`config.mk`:
```
export PLATFORM = sky130hd
export DESIGN_NAME = spi_av_reader
export DESIGN_NICKNAME = d
export VERILOG_FILES = /design/src/rtl/spi_av_reader.sv
export SDC_FILE = /design/constraint.sdc
export NUM_CORES = 1
export LEC_CHECK = 0
export BUFFER_PORTS_ARGS = -buffer_cell sky130_fd_sc_hd__buf_2
export CELL_PAD_IN_SITES_DETAIL_PLACEMENT = 1
export CELL_PAD_IN_SITES_GLOBAL_PLACEMENT = 1
export CORE_UTILIZATION = 25
export DETAILED_ROUTE_END_ITERATION = 8
export HOLD_SLACK_MARGIN = 0.06
export PLACE_DENSITY = 0.6
export SYNTH_ARGS = -nofsm -noshare
export SYNTH_HDL_FRONTEND = slang
export SYNTH_SLANG_ARGS = --single-unit
```
`constraint.sdc`:
```
create_clock -name clk -period 4.2 [get_ports clk]
set_input_delay 1.05 -clock clk [delete_from_list [all_inputs] [get_ports clk]]
set_output_delay 1.05 -clock clk [all_outputs]
set_load 0.005 [all_outputs]
```
`src/rtl/spi_av_reader.sv`:
```
// Avalon-MM read-side register block for the SpeedSPI controller: sticky event flags, last command
// response and a receive-byte FIFO, returned with fixed 1-cycle latency and no waitrequest.
module spi_av_reader #(
    parameter int FIFO_DEPTH = 4
) (
    input  logic        clk,
    input  logic        rst,
    input  logic        avs_s0_read,
    input  logic [15:0] avs_s0_address,
    output logic [31:0] avs_s0_readdata,
    output logic        avs_s0_readdatavalid,
    input  logic        com_done,
    input  logic [31:0] com_resp,
    input  logic        init_done,
    input  logic        init_err,
    input  logic        busy,
    input  logic        rx_valid,
    input  logic [7:0]  rx_data,
    input  logic [1:0]  speed
);

    localparam int PW = $clog2(FIFO_DEPTH);
    localparam int CW = PW + 1;

    localparam logic [2:0] IDX_STATUS  = 3'd0;
    localparam logic [2:0] IDX_RESP    = 3'd1;
    localparam logic [2:0] IDX_RXDATA  = 3'd2;
    localparam logic [2:0] IDX_RXLEVEL = 3'd3;
    localparam logic [2:0] IDX_SPEED   = 3'd6;

    logic [7:0]    mem [FIFO_DEPTH];
    logic [PW-1:0] wr_ptr;
    logic [PW-1:0] rd_ptr;
    logic [CW-1:0] count;

    logic          com_done_flag;
    logic          init_done_flag;
    logic          init_err_flag;
    logic          rx_overflow_flag;
    logic [31:0]   resp;

    logic          rd_acc;
    logic          hit;
    logic [2:0]    idx;
    logic          fifo_empty;
    logic          fifo_full;
    logic          pop;
    logic          push;
    logic          ovf_set;
    logic          status_clr;
    logic [31:0]   rdata;

    // A read overlapping reset is dropped entirely, so it never pops or clears.
    assign rd_acc     = avs_s0_read & ~rst;
    assign hit        = (avs_s0_address[15:3] == 13'd0);
    assign idx        = avs_s0_address[2:0];
    assign fifo_empty = (count == '0);
    assign fifo_full  = (count == CW'(FIFO_DEPTH));
    assign pop        = rd_acc & hit & (idx == IDX_RXDATA) & ~fifo_empty;
    assign push       = rx_valid & (~fifo_full | pop);
    assign ovf_set    = rx_valid & fifo_full & ~pop;
    assign status_clr = rd_acc & hit & (idx == IDX_STATUS);

    always_comb begin
        rdata = 32'h0;
        if (hit) begin
            case (idx)
                IDX_STATUS:  rdata = {25'h0, fifo_full, fifo_empty, rx_overflow_flag,
                                      init_err_flag, init_done_flag, com_done_flag, busy};
                IDX_RESP:    rdata = resp;
                IDX_RXDATA:  rdata = fifo_empty ? 32'h8000_0000 : {24'h0, mem[rd_ptr]};
                IDX_RXLEVEL: rdata = {{(32-CW){1'b0}}, count};
                IDX_SPEED:   rdata = {30'h0, speed};
                default:     rdata = 32'h0;
            endcase
        end
    end

    always_ff @(posedge clk) begin
        if (rst) begin
            avs_s0_readdata      <= 32'h0;
            avs_s0_readdatavalid <= 1'b0;
        end else begin
            avs_s0_readdatavalid <= rd_acc;
            avs_s0_readdata      <= rd_acc ? rdata : 32'h0;
        end
    end

    // Set wins over a coincident clearing STATUS read.
    always_ff @(posedge clk) begin
        if (rst) begin
            com_done_flag    <= 1'b0;
            init_done_flag   <= 1'b0;
            init_err_flag    <= 1'b0;
            rx_overflow_flag <= 1'b0;
            resp             <= 32'h0;
        end else begin
            com_done_flag    <= com_done  | (com_done_flag    & ~status_clr);
            init_done_flag   <= init_done | (init_done_flag   & ~status_clr);
            init_err_flag    <= init_err  | (init_err_flag    & ~status_clr);
            rx_overflow_flag <= ovf_set   | (rx_overflow_flag & ~status_clr);
            if (com_done) begin
                resp <= com_resp;
            end
        end
    end

    always_ff @(posedge clk) begin
        if (rst) begin
            wr_ptr <= '0;
            rd_ptr <= '0;
            count  <= '0;
        end else begin
            if (push) begin
                wr_ptr <= wr_ptr + PW'(1);
            end
            if (pop) begin
                rd_ptr <= rd_ptr + PW'(1);
            end
            case ({push, pop})
                2'b10:   count <= count + CW'(1);
                2'b01:   count <= count - CW'(1);
                default: count <= count;
            endcase
        end
    end

    always_ff @(posedge clk) begin
        if (push) begin
            mem[wr_ptr] <= rx_data;
        end
    end

endmodule

```
==> flow_summary.ini, run 1 <==
[critical_path]
crit_chain = buf_2, nor3b_1, nand2_1, or3_1, fa_1, inv_1, nor4_4, a2111oi_0, a311o_1
cp_num_buf_inv = 2
path_delay_family = simple AND/OR/NAND/NOR gates
cp-startpoint = avs_s0_address[0]
crit_fanout = 23
startpoint_type = primary input
cp_slowest_stage_delay_ns = 0.44
cp.arrival_ns = 3.41
slowest_stage = nor3b_1
critPathKind = primary input to register
rr_startpoint = count[0]$_SDFFE_PP0P_
end_kind = register
crit_required_ns = 4.50

[cts]
htree_levels = 3
cts_resized = 0
cts_buffer_depth = 2
cts-hold-fix-buffers = 0
cts.clk_slew.worst_paths_ns = 0.07
numCtsBuffers = 9
cts_sinks = 110
cts-root-buf = clkbuf_16
clk_latency_ns = 0.35
post-cts-setup-buffers = 0
cts_tree = done

[cells_and_area]
drive_above_1_share_pct = 31.5
layout_commonest_cell = buf_2
nets = 502
fin_util_pct = 32.0
design_area_sq_um = 5160
syn2layout_area_growth_pct = 23.3
final_cell_mix = buf_2, dfxtp_1, nor2_1, mux2i_1, edfxtp_1

[yosys]
synth_top_area_share_pct = 37.3
synth_area_leaders = dfxtp_1, edfxtp_1, mux2i_1
synth_ff_type = dfxtp_1
yosysUniqueCellTypes = 46
ys_ff_latch = 110
seq_area_frac_synth_pct = 60.3
syn_avg_cell_area_sq_um = 12.3
async_flop_share_pct = 0
synth-edff-count = 32
ys_warn_count = 0
synth_top_area_cell = dfxtp_1
synth_area_sq_um = 4190
syn_nets = 411
synth_cells = 340

[drt]
wl_microns = 9660
num_vias = 2804
drcViolationCount = 0
via_per_inst = 4.30
ant_nets = 0
drt_first_pass_iters = 4
dr.first_iter.drc_count = 68
routedWlPerCell_microns = 14.8

[pwr]
ir_drop_mv = 0.210
leakagePower_nw = 2.12
power_density_nw_per_um2 = 435

[global_route]
grt_start_max_net_pins = 50
grt_overflow = 0
antenna_found_initial = 0
grt_pass1_wl_microns = 15700
grtUsageTotal_pct = 11.9
grt_pass1_vias = 2930

[placed_design]
gp_congestion = 0.718
port_buffers = 98
dpl-instance-area_sq_um = 4880
dp_hpwl_microns = 6990

[floorplanning]
ioPinCount = 99
fp.coreArea_sq_um = 16100
initial_core_util_pct = 26.0
die_w_microns = 131
die_height_microns = 131
fp-row-count = 46
die-area_sq_um = 17300

[sta]
min_period_ns = 3.11
setup_violations = 0
finalCritPeriodShare_pct = 74.1
setup_tns_ns = 0
rsz0062_at_grt = no
report.final.slew_viol_count = 0
worst_slew_pin_slew_ns = 1.04
finalHoldViolCount = 0
fmax_mhz = 321
skew_ns = 0.00893
slew_headroom_pct = 30.5

[worst_hold_path]
hp-class = register to register
min_from = resp[18]$_SDFFE_PP0P_

[run_status]
status = completed

[job]
maxCapViolCount = 0
-- final timing paths --
kind | endpoint | slack [ns] | cells past startpoint
setup / recovery | count[2]$_SDFFE_PP0P_ | 1.09 | 9
setup reg to reg | count[2]$_SDFFE_PP0P_ | 1.76 | 8
hold reg to reg | avs_s0_readdata[18]$_SDFF_PP0_ | 0.45 | 1
hold / removal | avs_s0_readdata[18]$_SDFF_PP0_ | 0.45 | 1
-- cells in the mapped netlist, drive strengths merged (2+ instances only) --
cell and count:
dfxtp 78, nor2 53, mux2i 34, edfxtp 32, and2 28, clkbuf 16
nand2 9, a21oi 8, mux4 8, a22oi 6, inv 6, nor2b 6
a211oi 5, ha 4, mux2 4, nor4 4, o21ai 4, or3 4
buf 3, nand3b 3, a311oi 2, a31oi 2, nand2b 2, nand3 2
nand4 2, nor3 2, nor4b 2
-- area by class of cell --
type | count | area (sq um)
clock buffers | 11 | 253
multi-input cells | 205 | 1560
well taps | 216 | 270
repair buffers | 99 | 498
inverters | 6 | 22.5
flip-flops and latches | 110 | 2520
diodes | 1 | 2.50
clock inverters | 4 | 31.3
fillers | 1792 | 11000
-- stage by stage --
stage | std cells | setup slack, ns | hold slack, ns | power (mW)
after floorplan | 340 | 1.07 | 0.429 | 1.37
after global placement | 636 | 0.833 | 0.432 | 1.46
after detailed placement | 636 | 0.712 | 0.441 | 1.47
after CTS | 651 | 1.08 | 0.460 | 2.29
after global routing | 651 | 0.828 | 0.471 | 2.37
final | 652 | 1.09 | 0.454 | 2.25
-- power breakdown --
group	leakage [nW]	total (mW)	internal (mW)	switching (mW)
Sequential	0.931	1.18	1.15	0.0319
Clock	0.138	0.810	0.434	0.376
Combinational	1.05	0.256	0.111	0.145
Total	2.12	2.25	1.69	0.552
-- sequential cells by signal (all words and copies together) (netlist names), named ones only --
name / count
avs_s0_readdata: 32
mem: 32
resp: 32
count: 3
rd_ptr: 2
wr_ptr: 2
avs_s0_readdatavalid: 1
com_done_flag: 1
init_done_flag: 1
init_err_flag: 1
rx_overflow_flag: 1
-- routing by layer --
metal,up-vias,routed length (microns),track usage (%)
met5,-,0,0
met4,0,110,4.26
met3,12,591,3.59
met2,71,4670,19.8
met1,1350,4280,14.4
li1,1371,-,-
-- kinds of logic (layout without fill, tap and decap cells) --
group                    count (synthesis)  in the layout  synth area share (%)
adder cells (fa/ha/maj)                  5              5                  1.67
multiplexers                            46             46                  13.5
other                                    0              1                     0
buffers and inverters                   25            120                  2.42
XOR/XNOR                                 2              2                 0.418
AND/OR/NAND/NOR                        122            122                  16.7
AO/OA/AOI/OAI                           30             30                  4.99
flip-flops                             110            110                  60.3
-- worst register-to-register path, stage by stage (launching register included) --
cell and delay (ns):
dfxtp_1 0.45, or3_1 0.29, nand2_1 0.15, or3_1 0.35, fa_1 0.39, inv_1 0.12, nor4_4 0.06, a2111oi_0 0.42
a311o_1 0.16
Note: power is estimated with default switching activity, not from simulation.
==> run 2: changes to the inputs <==
==> constraint.sdc (replaced) <==
create_clock -name clk -period 3.16 [get_ports clk]
set_input_delay 0.79 -clock clk [delete_from_list [all_inputs] [get_ports clk]]
set_output_delay 0.79 -clock clk [all_outputs]
set_load 0.005 [all_outputs]
==> flow_summary.ini, run 2 (synthesis results as in run 1) <==
[cells_and_area]
final_cell_mix = buf_2, dfxtp_1, nor2_1, mux2i_1, edfxtp_1
layout_commonest_cell = buf_2
diodes = 0
drive_above_1_share_pct = 32.7
nets = 510
fillers = 1798
syn2layout_area_growth_pct = 24.9
top_regs = avs_s0_readdata: 32 flops, mem: 32 flops, resp: 32 flops

[drt]
wl_microns = 10000
ant_nets = 0
maxUsedRoutingLayer = met4
drcViolationCount = 0
routedWlPerCell_microns = 15.2
dr.first_iter.drc_count = 81
drt_first_pass_iters = 4
wl_met2_microns = 4900
num_vias = 2853
via_per_inst = 4.32
wl_met3_microns = 477
wirelength_met1_microns = 4500

[floorplanning]
die_w_microns = 131
ioPinCount = 99
fp-row-count = 46
initial_core_util_pct = 26.0
die-area_sq_um = 17300
die_height_microns = 131
fp.coreArea_sq_um = 16100

[critical_path]
cp_slowest_stage_delay_ns = 0.40
crit_fanout = 3
r2r_setup_slack_ns = 0.79
slowest_stage = fa_1
reg2regPathDepth = 8
rr_startpoint = count[0]$_SDFFE_PP0P_
end_kind = register
r2r-end = count[2]$_SDFFE_PP0P_
cp.arrival_ns = 2.93
crit_required_ns = 3.46
crit_chain = buf_2, nor4_4, nand4_4, or3_1, fa_1, inv_1, nor4_4, a2111oi_0, a311o_1
cp_common_cell = nor4_4
critPathKind = primary input to register
startpoint_type = primary input

[worst_hold_path]
hp-class = register to register
holdPathStages = 1
worstHoldEndpoint = avs_s0_readdata[22]$_SDFF_PP0_
min_from = resp[22]$_SDFFE_PP0P_

[cts]
clk_latency_ns = 0.35
post-cts-setup-buffers = 0
cts-hold-fix-buffers = 0
cts_buffer_depth = 2
cts_resized = 0
cts_tree = done
numCtsBuffers = 9
cts.clk_slew.worst_paths_ns = 0.07
cts-root-buf = clkbuf_16
htree_levels = 3
cts_sinks = 110

[sta]
finalHoldViolCount = 0
setup_tns_ns = 0
worst_slew_pin_slew_ns = 0.618
setup_violations = 0
skew_ns = 0.00340
finalCritPeriodShare_pct = 83.2
slew_headroom_pct = 58.5
whs_ns = 0.452
min_period_ns = 2.63
report.final.slew_viol_count = 0
rsz0062_at_grt = no
fmax_mhz = 380

[placed_design]
gp_congestion = 0.744
port_buffers = 98
dp_hpwl_microns = 7300

[global_route]
grt_pass1_vias = 3045
grt_pass1_wl_microns = 16200
grt_overflow = 0
antenna_found_initial = 0
grtUsageTotal_pct = 12.2
grt_start_max_net_pins = 50

[pwr]
power_density_nw_per_um2 = 580
leakagePower_nw = 2.16
ir_drop_mv = 0.344

[job]
maxCapViolCount = 0

[run_status]
status = completed
run 2: cell count changes in the layout (fill, tap and decap cells not counted):
cell	previous run	this run
buf_4	1	9
clkbuf_8	2	0
clkbuf_1	0	1
clkbuf_16	9	10
diode_2	1	0
inv_6	0	1
run 2: final cells by class:
class / count / area [sq um] / area share, %
clock inverter: 5 / 40.0 / 0.766
clock buffer: 11 / 254 / 4.86
tap: 216 / 270 / 5.17
multi-input combinational: 205 / 1560 / 29.9
inverter: 6 / 22.5 / 0.431
timing repair buffer: 107 / 558 / 10.7
sequential: 110 / 2520 / 48.2
run 2: worst max-delay path by stage:
stage	start	endpoint	slack (ns)	cells past startpoint
2_1_floorplan	avs_s0_address[2]	count[2]$_SDFFE_PP0P_	0.29	9
3_3_place_gp	rst	count[2]$_SDFFE_PP0P_	0.27	9
3_5_place_dp	rst	count[2]$_SDFFE_PP0P_	0.17	9
4_1_cts	rst	count[2]$_SDFFE_PP0P_	0.53	9
5_1_grt	avs_s0_address[14]	count[2]$_SDFFE_PP0P_	0.29	9
6_report	avs_s0_address[6]	count[2]$_SDFFE_PP0P_	0.53	9
run 2: worst max-delay path, delay by kind of cell:
family	cells	cell delay, ns
simple gates	4	0.96
compound gates	2	0.55
fa+ha+maj	1	0.40
buf+inv	2	0.23
run 2: routing by layer:
| metal | global-route usage (%) | vias to the layer above |
|---|---|---|
| met5 | 0 | - |
| met1 | 14.8 | 1379 |
| met4 | 3.88 | 0 |
| met3 | 3.82 | 10 |
| met2 | 20.5 | 74 |
| li1 | - | 1390 |
run 2: per-stage QoR:
| step | total power [mW] | cell area [sq um] | utilization [%] | std cells | setup WS (ns) |
|---|---|---|---|---|---|
| final | 3.04 | 5230 | 32.5 | 660 | 0.530 |
| after global routing | 3.18 | 5230 | 32.5 | 660 | 0.290 |
| after CTS | 3.09 | 5230 | 32.5 | 660 | 0.533 |
| after detailed placement | 1.96 | 4940 | 30.6 | 644 | 0.168 |
| after global placement | 1.94 | 4940 | 30.6 | 644 | 0.266 |
| after floorplan | 1.82 | 4190 | - | 340 | 0.287 |
run 2: power breakdown:
part           switching (mW)  internal, mW
Sequential             0.0430          1.53
Clock                   0.526         0.590
Combinational           0.197         0.154
Total                   0.766          2.27
